### config.mk
export PLATFORM = sky130hd
export DESIGN_NAME = switch_debouncer
export DESIGN_NICKNAME = d
export VERILOG_FILES = /design/src/rtl/switch_pkg.sv /design/src/rtl/debounce_bit.sv /design/src/rtl/switch_debouncer.sv
export SDC_FILE = /design/constraint.sdc
export NUM_CORES = 1
export LEC_CHECK = 0
export BUFFER_PORTS_ARGS = -buffer_cell sky130_fd_sc_hd__buf_2
export CAP_MARGIN = 20
export CORE_UTILIZATION = 35
export CTS_CLUSTER_DIAMETER = 200
export DETAILED_ROUTE_END_ITERATION = 12
export GPL_TIMING_DRIVEN = 0
export SYNTH_ARGS = -nofsm -noshare
export SYNTH_HDL_FRONTEND = slang
export SYNTH_SLANG_ARGS = --single-unit
export TNS_END_PERCENT = 100
### constraint.sdc
create_clock -name clock -period 2 [get_ports clock]
set_input_delay 0.1 -clock clock [delete_from_list [all_inputs] [get_ports clock]]
set_output_delay 0.1 -clock clock [all_outputs]
set_load 0.01 [all_outputs]
### src/rtl/switch_pkg.sv
// Shared switch-input constants and types for the RGB PWM front end.
// The 1 ms debounce window assumes the 32 kHz prescaler tick.
package switch_pkg;
    localparam int SW_WIDTH           = 6;
    localparam int DEBOUNCE_TICKS_1MS = 32;

    typedef logic [SW_WIDTH-1:0] sw_vec_t;
endpackage

### src/rtl/debounce_bit.sv
// One switch bit: synchroniser, tick-qualified stability counter and accept pulse.
// A bounce back to the accepted level clears the count on any clock, not just on ticks.
module debounce_bit
    import switch_pkg::*;
#(
    parameter int   SYNC_STAGES  = 2,
    parameter int   STABLE_TICKS = DEBOUNCE_TICKS_1MS,
    parameter logic RESET_VALUE  = 1'b0
) (
    input  logic clock,
    input  logic reset,
    input  logic tick,
    input  logic sw_raw,
    output logic sw_clean,
    output logic sw_changed,
    output logic accept
);

    localparam int CNT_W = (STABLE_TICKS > 1) ? $clog2(STABLE_TICKS) : 1;
    localparam logic [CNT_W-1:0] CNT_LAST = CNT_W'(STABLE_TICKS - 1);

    logic [SYNC_STAGES-1:0] sync_q;
    logic [CNT_W-1:0]       cnt_q;
    logic                   sync_bit;
    logic                   mismatch;

    assign sync_bit = sync_q[SYNC_STAGES-1];
    assign mismatch = sync_bit ^ sw_clean;
    // Combinational so the top can register its OR alongside sw_changed.
    assign accept   = mismatch & tick & (cnt_q == CNT_LAST);

    always_ff @(posedge clock or negedge reset) begin
        if (!reset) begin
            sync_q <= '0;
        end else begin
            sync_q <= {sync_q[SYNC_STAGES-2:0], sw_raw};
        end
    end

    always_ff @(posedge clock or negedge reset) begin
        if (!reset) begin
            cnt_q      <= '0;
            sw_clean   <= RESET_VALUE;
            sw_changed <= 1'b0;
        end else begin
            sw_changed <= accept;
            if (!mismatch || accept) begin
                cnt_q <= '0;
            end else if (tick) begin
                cnt_q <= cnt_q + CNT_W'(1);
            end
            if (accept) begin
                sw_clean <= sync_bit;
            end
        end
    end

endmodule

### src/rtl/switch_debouncer.sv
// Debounces the raw board slide switches into clean duty-select codes.
// Bits are independent; any_changed is a single pulse even when several bits land together.
module switch_debouncer
    import switch_pkg::*;
#(
    parameter int               WIDTH        = SW_WIDTH,
    parameter int               SYNC_STAGES  = 2,
    parameter int               STABLE_TICKS = DEBOUNCE_TICKS_1MS,
    parameter logic [WIDTH-1:0] RESET_VALUE  = '0
) (
    input  logic             clock,
    input  logic             reset,
    input  logic             tick,
    input  logic [WIDTH-1:0] sw_raw,
    output logic [WIDTH-1:0] sw_clean,
    output logic [WIDTH-1:0] sw_changed,
    output logic             any_changed
);

    logic [WIDTH-1:0] accept;

    for (genvar g = 0; g < WIDTH; g++) begin : g_bit
        debounce_bit #(
            .SYNC_STAGES (SYNC_STAGES),
            .STABLE_TICKS(STABLE_TICKS),
            .RESET_VALUE (RESET_VALUE[g])
        ) u_bit (
            .clock     (clock),
            .reset     (reset),
            .tick      (tick),
            .sw_raw    (sw_raw[g]),
            .sw_clean  (sw_clean[g]),
            .sw_changed(sw_changed[g]),
            .accept    (accept[g])
        );
    end

    always_ff @(posedge clock or negedge reset) begin
        if (!reset) begin
            any_changed <= 1'b0;
        end else begin
            any_changed <= |accept;
        end
    end

endmodule

### After elaboration in Yosys (flattened, before gate mapping)

Index checks and enable logic that the tools add are counted.

| storage, ports and cells | value |
|---|---|
| register bits after elaboration | 55 |
| bits of input ports | 9 |
| output and inout bits | 13 |
| word-level logic and storage cells | 86 |

| operators by class | value |
|---|---|
| add/subtract/negate cells | 6 |
| eq/ne operators | 6 |
| mux-type cells | 12 |
| bitwise operators | 18 |
| reductions and logical operators | 19 |

Operators by type and width:

| kind | number |
|---|---|
| $mux W5 | 12 |
| $add A5 B1 Y5 const B | 6 |
| $eq A5 B5 Y1 const B | 6 |
| $and A1 B1 Y1 | 12 |
| $reduce_bool A2 Y1 | 6 |
| $logic_not A1 Y1 | 6 |
| $logic_or A1 B1 Y1 | 6 |
| $reduce_or A6 Y1 | 1 |
| $xor A1 B1 Y1 | 6 |

### Longest topological paths before layout

| logic depth | value |
|---|---|
| depth in word-level cells | 5 |
| depth in mapped cells | 6 |
| depth with buffers taken out | 6 |

### Hierarchy

Synthesis repeated with hierarchy kept, for this count alone.

| unflattened totals | value |
|---|---|
| cells, all modules | 205 |
| area, all modules | 2412.3 sq um |

By module, submodules not included:

| module | times used | cells an instance | area an instance (sq um) | seq. area each (sq um) |
|---|---|---|---|---|
| debounce_bit (g_bit[0].u_bit ...) | 5 | 33 | 390.4 | 225.2 |
| debounce_bit (g_bit[5].u_bit) | 1 | 36 | 421.7 | 225.2 |
| switch_debouncer | 1 | 4 | 38.8 | 25.0 |

### Worst setup path before layout

No wires, ideal clock.

| timing path | value |
|---|---|
| path kind | register -> register |
| from | register g_bit[1].u_bit.cnt_q[0] |
| to | register any_changed |
| setup time | 138 ps |
| arrival time | 1634 ps |
| required time | 1862 ps |
| slack | 227 ps |
| cell stages (with the launch flop) | 7 |
| buffers on the path | 0 |
| period minus slack after synthesis | 1773 ps |
| cell sequence | dfrtp_1 ha_1 and3_1 ha_1 nand2_1 nor2_2 or4_1 |

| on the way | value |
|---|---|
| cells in the longest elaborated chain, start to end | 3 |

Ends and longest elaborated chain:

| element | line | RTL |
|---|---|---|
| start: declaration | debounce_bit.sv:23 | `logic [CNT_W-1:0] cnt_q;` |
| start signal: assignment | debounce_bit.sv:50 | `cnt_q <= cnt_q + CNT_W'(1);` |
| $eq A5 B5 Y1 | debounce_bit.sv:30 | `assign accept = mismatch & tick & (cnt_q == CNT_LAST);` |
| $and A1 B1 Y1 | debounce_bit.sv:30 |  |
| via g_bit[1].u_bit.accept | debounce_bit.sv:16 | `output logic accept` |
| $reduce_or A6 Y1 | switch_debouncer.sv:42 | `any_changed <= \|accept;` |
| end signal: assignment | switch_debouncer.sv:42 |  |
| end: declaration | switch_debouncer.sv:17 | `output logic any_changed` |

The timed path passes the listed nets, and every way through them passes these cells.
A chain may end at the register's enable or synchronous reset.

### Worst setup path after layout

Same ends and word-level chain as after synthesis.

==> results.cfg <==
[sta]
grt_setup_unrepaired = no
tightestPinTransition_ns = 0.623
finalMaxSlewViolations = 0
fin_worst_hold_slack_ns = 0.138
final.setup.tns_ns = 0
maxClockFrequency_ghz = 0.523
finalSetupViolCount = 0
post-route-worst-setup-slack_ns = 0.0863
slew_headroom_pct = 58.4
final_min_period_over_clock_period_pct = 95.7
worst_clock_skew_ns = 0.00434
finalWorstPathRequiredPeriod_ns = 1.91
finalHoldViolations = 0

[clocking]
numCtsBuffers = 5
tritoncts_clock_tree = done
cts-root-to-sink-buffers = 2
cts-htree-levels = 2
cts.reportedPaths.clkPinSlew_ns = 0.10
numClockSinks = 55
worst_skew_pair.late_latency_ns = 0.31
root_cell_of_the_clock_tree = sky130_fd_sc_hd__clkbuf_8

[floorplan]
row_count = 30
die_w_um = 85.5
die_height_um = 85.5
design.core.area_um2 = 6760
floorplan.initialDensity_pct = 36.1
num_io_pins = 22
floorplan.die_area_um2 = 7310

[grt]
grt_antenna_before_repair = 0
wire_length_of_the_first_global_routing_pass_um = 6870
global_route.usage.total_pct = 12.2
overflow = 0
grt_pass1_vias = 1522
largest_net_degree_at_the_start_of_global_routing = 30

[worst_hold_path]
hold_path_class = in -> reg

[place]
dp_hpwl_um = 2770
globalplace.congestion = 0.722
port_buffers = 20
preCtsSetupSlack_ns = 0.0427

[cells_and_area]
drive_above_1_share_pct = 22.6
finish.net_count = 263
insertedDiodeCount = 0
area_growth_pct = 16.3
final_core_occ_pct = 42.0
mostFrequentLayoutCell = sky130_fd_sc_hd__dfrtp_1
layout.cells.most_common_list = sky130_fd_sc_hd__dfrtp_1 (55), sky130_fd_sc_hd__nor2_1 (29), sky130_fd_sc_hd__buf_2 (22)

[worst_setup_path]
worst-endpoint-arrival_ns = 2.10
crit_path_start_kind = flip-flop
cp.buffers_inverters = 0
cpPeakStageDelay_ns = 0.55
setup.worst_path.end_class = flip-flop
list_of_cells_traversed_by_the_critical_path = ha_1 -> and3_1 -> ha_2 -> nand2_1 -> nor2_2 -> or4_1
cp_data_required_time_ns = 2.18
slowest_stage = sky130_fd_sc_hd__or4_1
crit_type = reg -> reg
crit_path_max_fanout = 6
cp_top_family = simple AND/OR/NAND/NOR gates

[synth]
synth_top_area_cell = sky130_fd_sc_hd__dfrtp_1
async_flop_share_pct = 100
combined_area_of_all_synthesized_cells_um2 = 2440
synthCells = 206
syn-mean-instance-area_um2 = 11.8
ys.flop_type = sky130_fd_sc_hd__dfrtp_1
ys_types = 32
synth-edff-count = 0
ys_top_cells_by_area = sky130_fd_sc_hd__dfrtp_1 (56%), sky130_fd_sc_hd__ha_1 (6.2%), sky130_fd_sc_hd__nor2_1 (4.5%)
yosysSeqAreaShare_pct = 56.4
ys_warn_count = 0
postSynthRegisterBits = 55
syn_nets = 227
synth_top_cell_area_share_pct = 56.4

[detailed_routing]
detail-route-antenna-nets = 0
drtPass1Iterations = 4
detail_route.vias_per_cell = 4.87
drc_errors = 0
initialDrtViolationCount = 30
routedWlPerCell_um = 12.5
totalWireLength_um = 4040
vias = 1574

[power_and_ir_drop]
vdd_ir_drop_max_uv = 355
report.power.total_uw = 1950
power.leakage_uw = 0.00142
power_density_nw_per_um2 = 687

[flow_run]
cap_viol_max_count = 0

[outcome]
outcome = finished, final reports clean
## registers in the layout, indices dropped and copies added, names as in the netlist
register / count
g_bit.u_bit.sync_q: 12
g_bit.u_bit.sw_changed: 6
g_bit.u_bit.sw_clean: 6
g_bit.u_bit.cnt_q: 30
any_changed: 1
## area by class of cell
type,count,area [um2]
tap,80,100
clock buffer,5,68.8
inverter,1,3.75
sequential,55,1380
timing repair buffer,29,198
buffer,17,123
multi-input combinational,133,945
fill,657,3920
clock inverter,3,23.8
## synthesized netlist by cell type (3+ instances only)
cell,n
sky130_fd_sc_hd__dfrtp_1,55
sky130_fd_sc_hd__or4_1,3
sky130_fd_sc_hd__o21ai_0,3
sky130_fd_sc_hd__mux2_1,6
sky130_fd_sc_hd__a21oi_1,8
sky130_fd_sc_hd__mux2i_1,6
sky130_fd_sc_hd__ha_1,12
sky130_fd_sc_hd__and3_1,6
sky130_fd_sc_hd__buf_4,13
sky130_fd_sc_hd__nand2b_1,3
sky130_fd_sc_hd__nor2b_1,3
sky130_fd_sc_hd__nand4_1,4
sky130_fd_sc_hd__a22oi_1,6
sky130_fd_sc_hd__xor2_1,7
sky130_fd_sc_hd__nor2_1,29
sky130_fd_sc_hd__xnor2_1,6
sky130_fd_sc_hd__nand2_1,11
sky130_fd_sc_hd__nor3b_1,3
## per-stage QoR
step           std cells  instance area (um2)
2_1_floorplan        206                 2440
3_3_place_gp         306                 2640
5_1_grt              323                 2840
4_1_cts              322                 2820
3_5_place_dp         307                 2660
6_report             323                 2840
## worst min-delay path: cells and delay by family
family	cells	cell delay (ns)
buffers and inverters	1	0.17
AND/OR/NAND/NOR	2	0.15
## timing repair
action                                  CTS  global route
hold buffers                              7             0
endpoints found under the hold margin    32             0
endpoints found under the setup margin    0             1
gates resized for setup                   0             3
setup buffers                             0             1
## path summary, 6_finish.rpt
| check | startpoint | endpoint | slack, ns | cells past startpoint |
|---|---|---|---|---|
| max | g_bit[1].u_bit.cnt_q[0] | any_changed | 0.09 | 6 |
| max reg2reg | g_bit[1].u_bit.cnt_q[0] | any_changed | 0.09 | 6 |
| min reg2reg | g_bit[1].u_bit.sync_q[0] | g_bit[1].u_bit.sync_q[1] | 0.36 | 0 |
| min | tick | g_bit[0].u_bit.sw_changed | 0.14 | 3 |
| min in group asynchronous | reset | g_bit[4].u_bit.cnt_q[0] | 0.32 | 2 |
| max in group asynchronous | reset | g_bit[0].u_bit.cnt_q[4] | 1.11 | 3 |
## where the power goes
group          total (uW)  switching, uW  leakage, uW  internal (uW)
clock network         632            381    0.0000408            251
registers            1170           27.7     0.000732           1140
logic                 146           80.7     0.000651           65.5
## layer usage
metal	vias up	track usage, %	wire, um
li1	765	-	-
met1	782	15.6	1890
met2	19	19.9	1970
met3	8	2.31	97
met4	0	5.91	82
met5	-	0	0
## kinds of logic (layout without fill, tap and decap cells)
kind of cell	Yosys count	in the layout	share of synthesized area (%)
AOI/OAI and AO/OA	24	24	5.85
xor gates and xnor gates	16	16	7.13
adders and majority gates	12	12	6.15
buffers and inverters	18	55	5.18
DFF	55	55	56.4
muxes	12	12	5.23
and+or+nand+nor	69	69	14.1
Note: power is estimated with default switching activity, not from simulation.
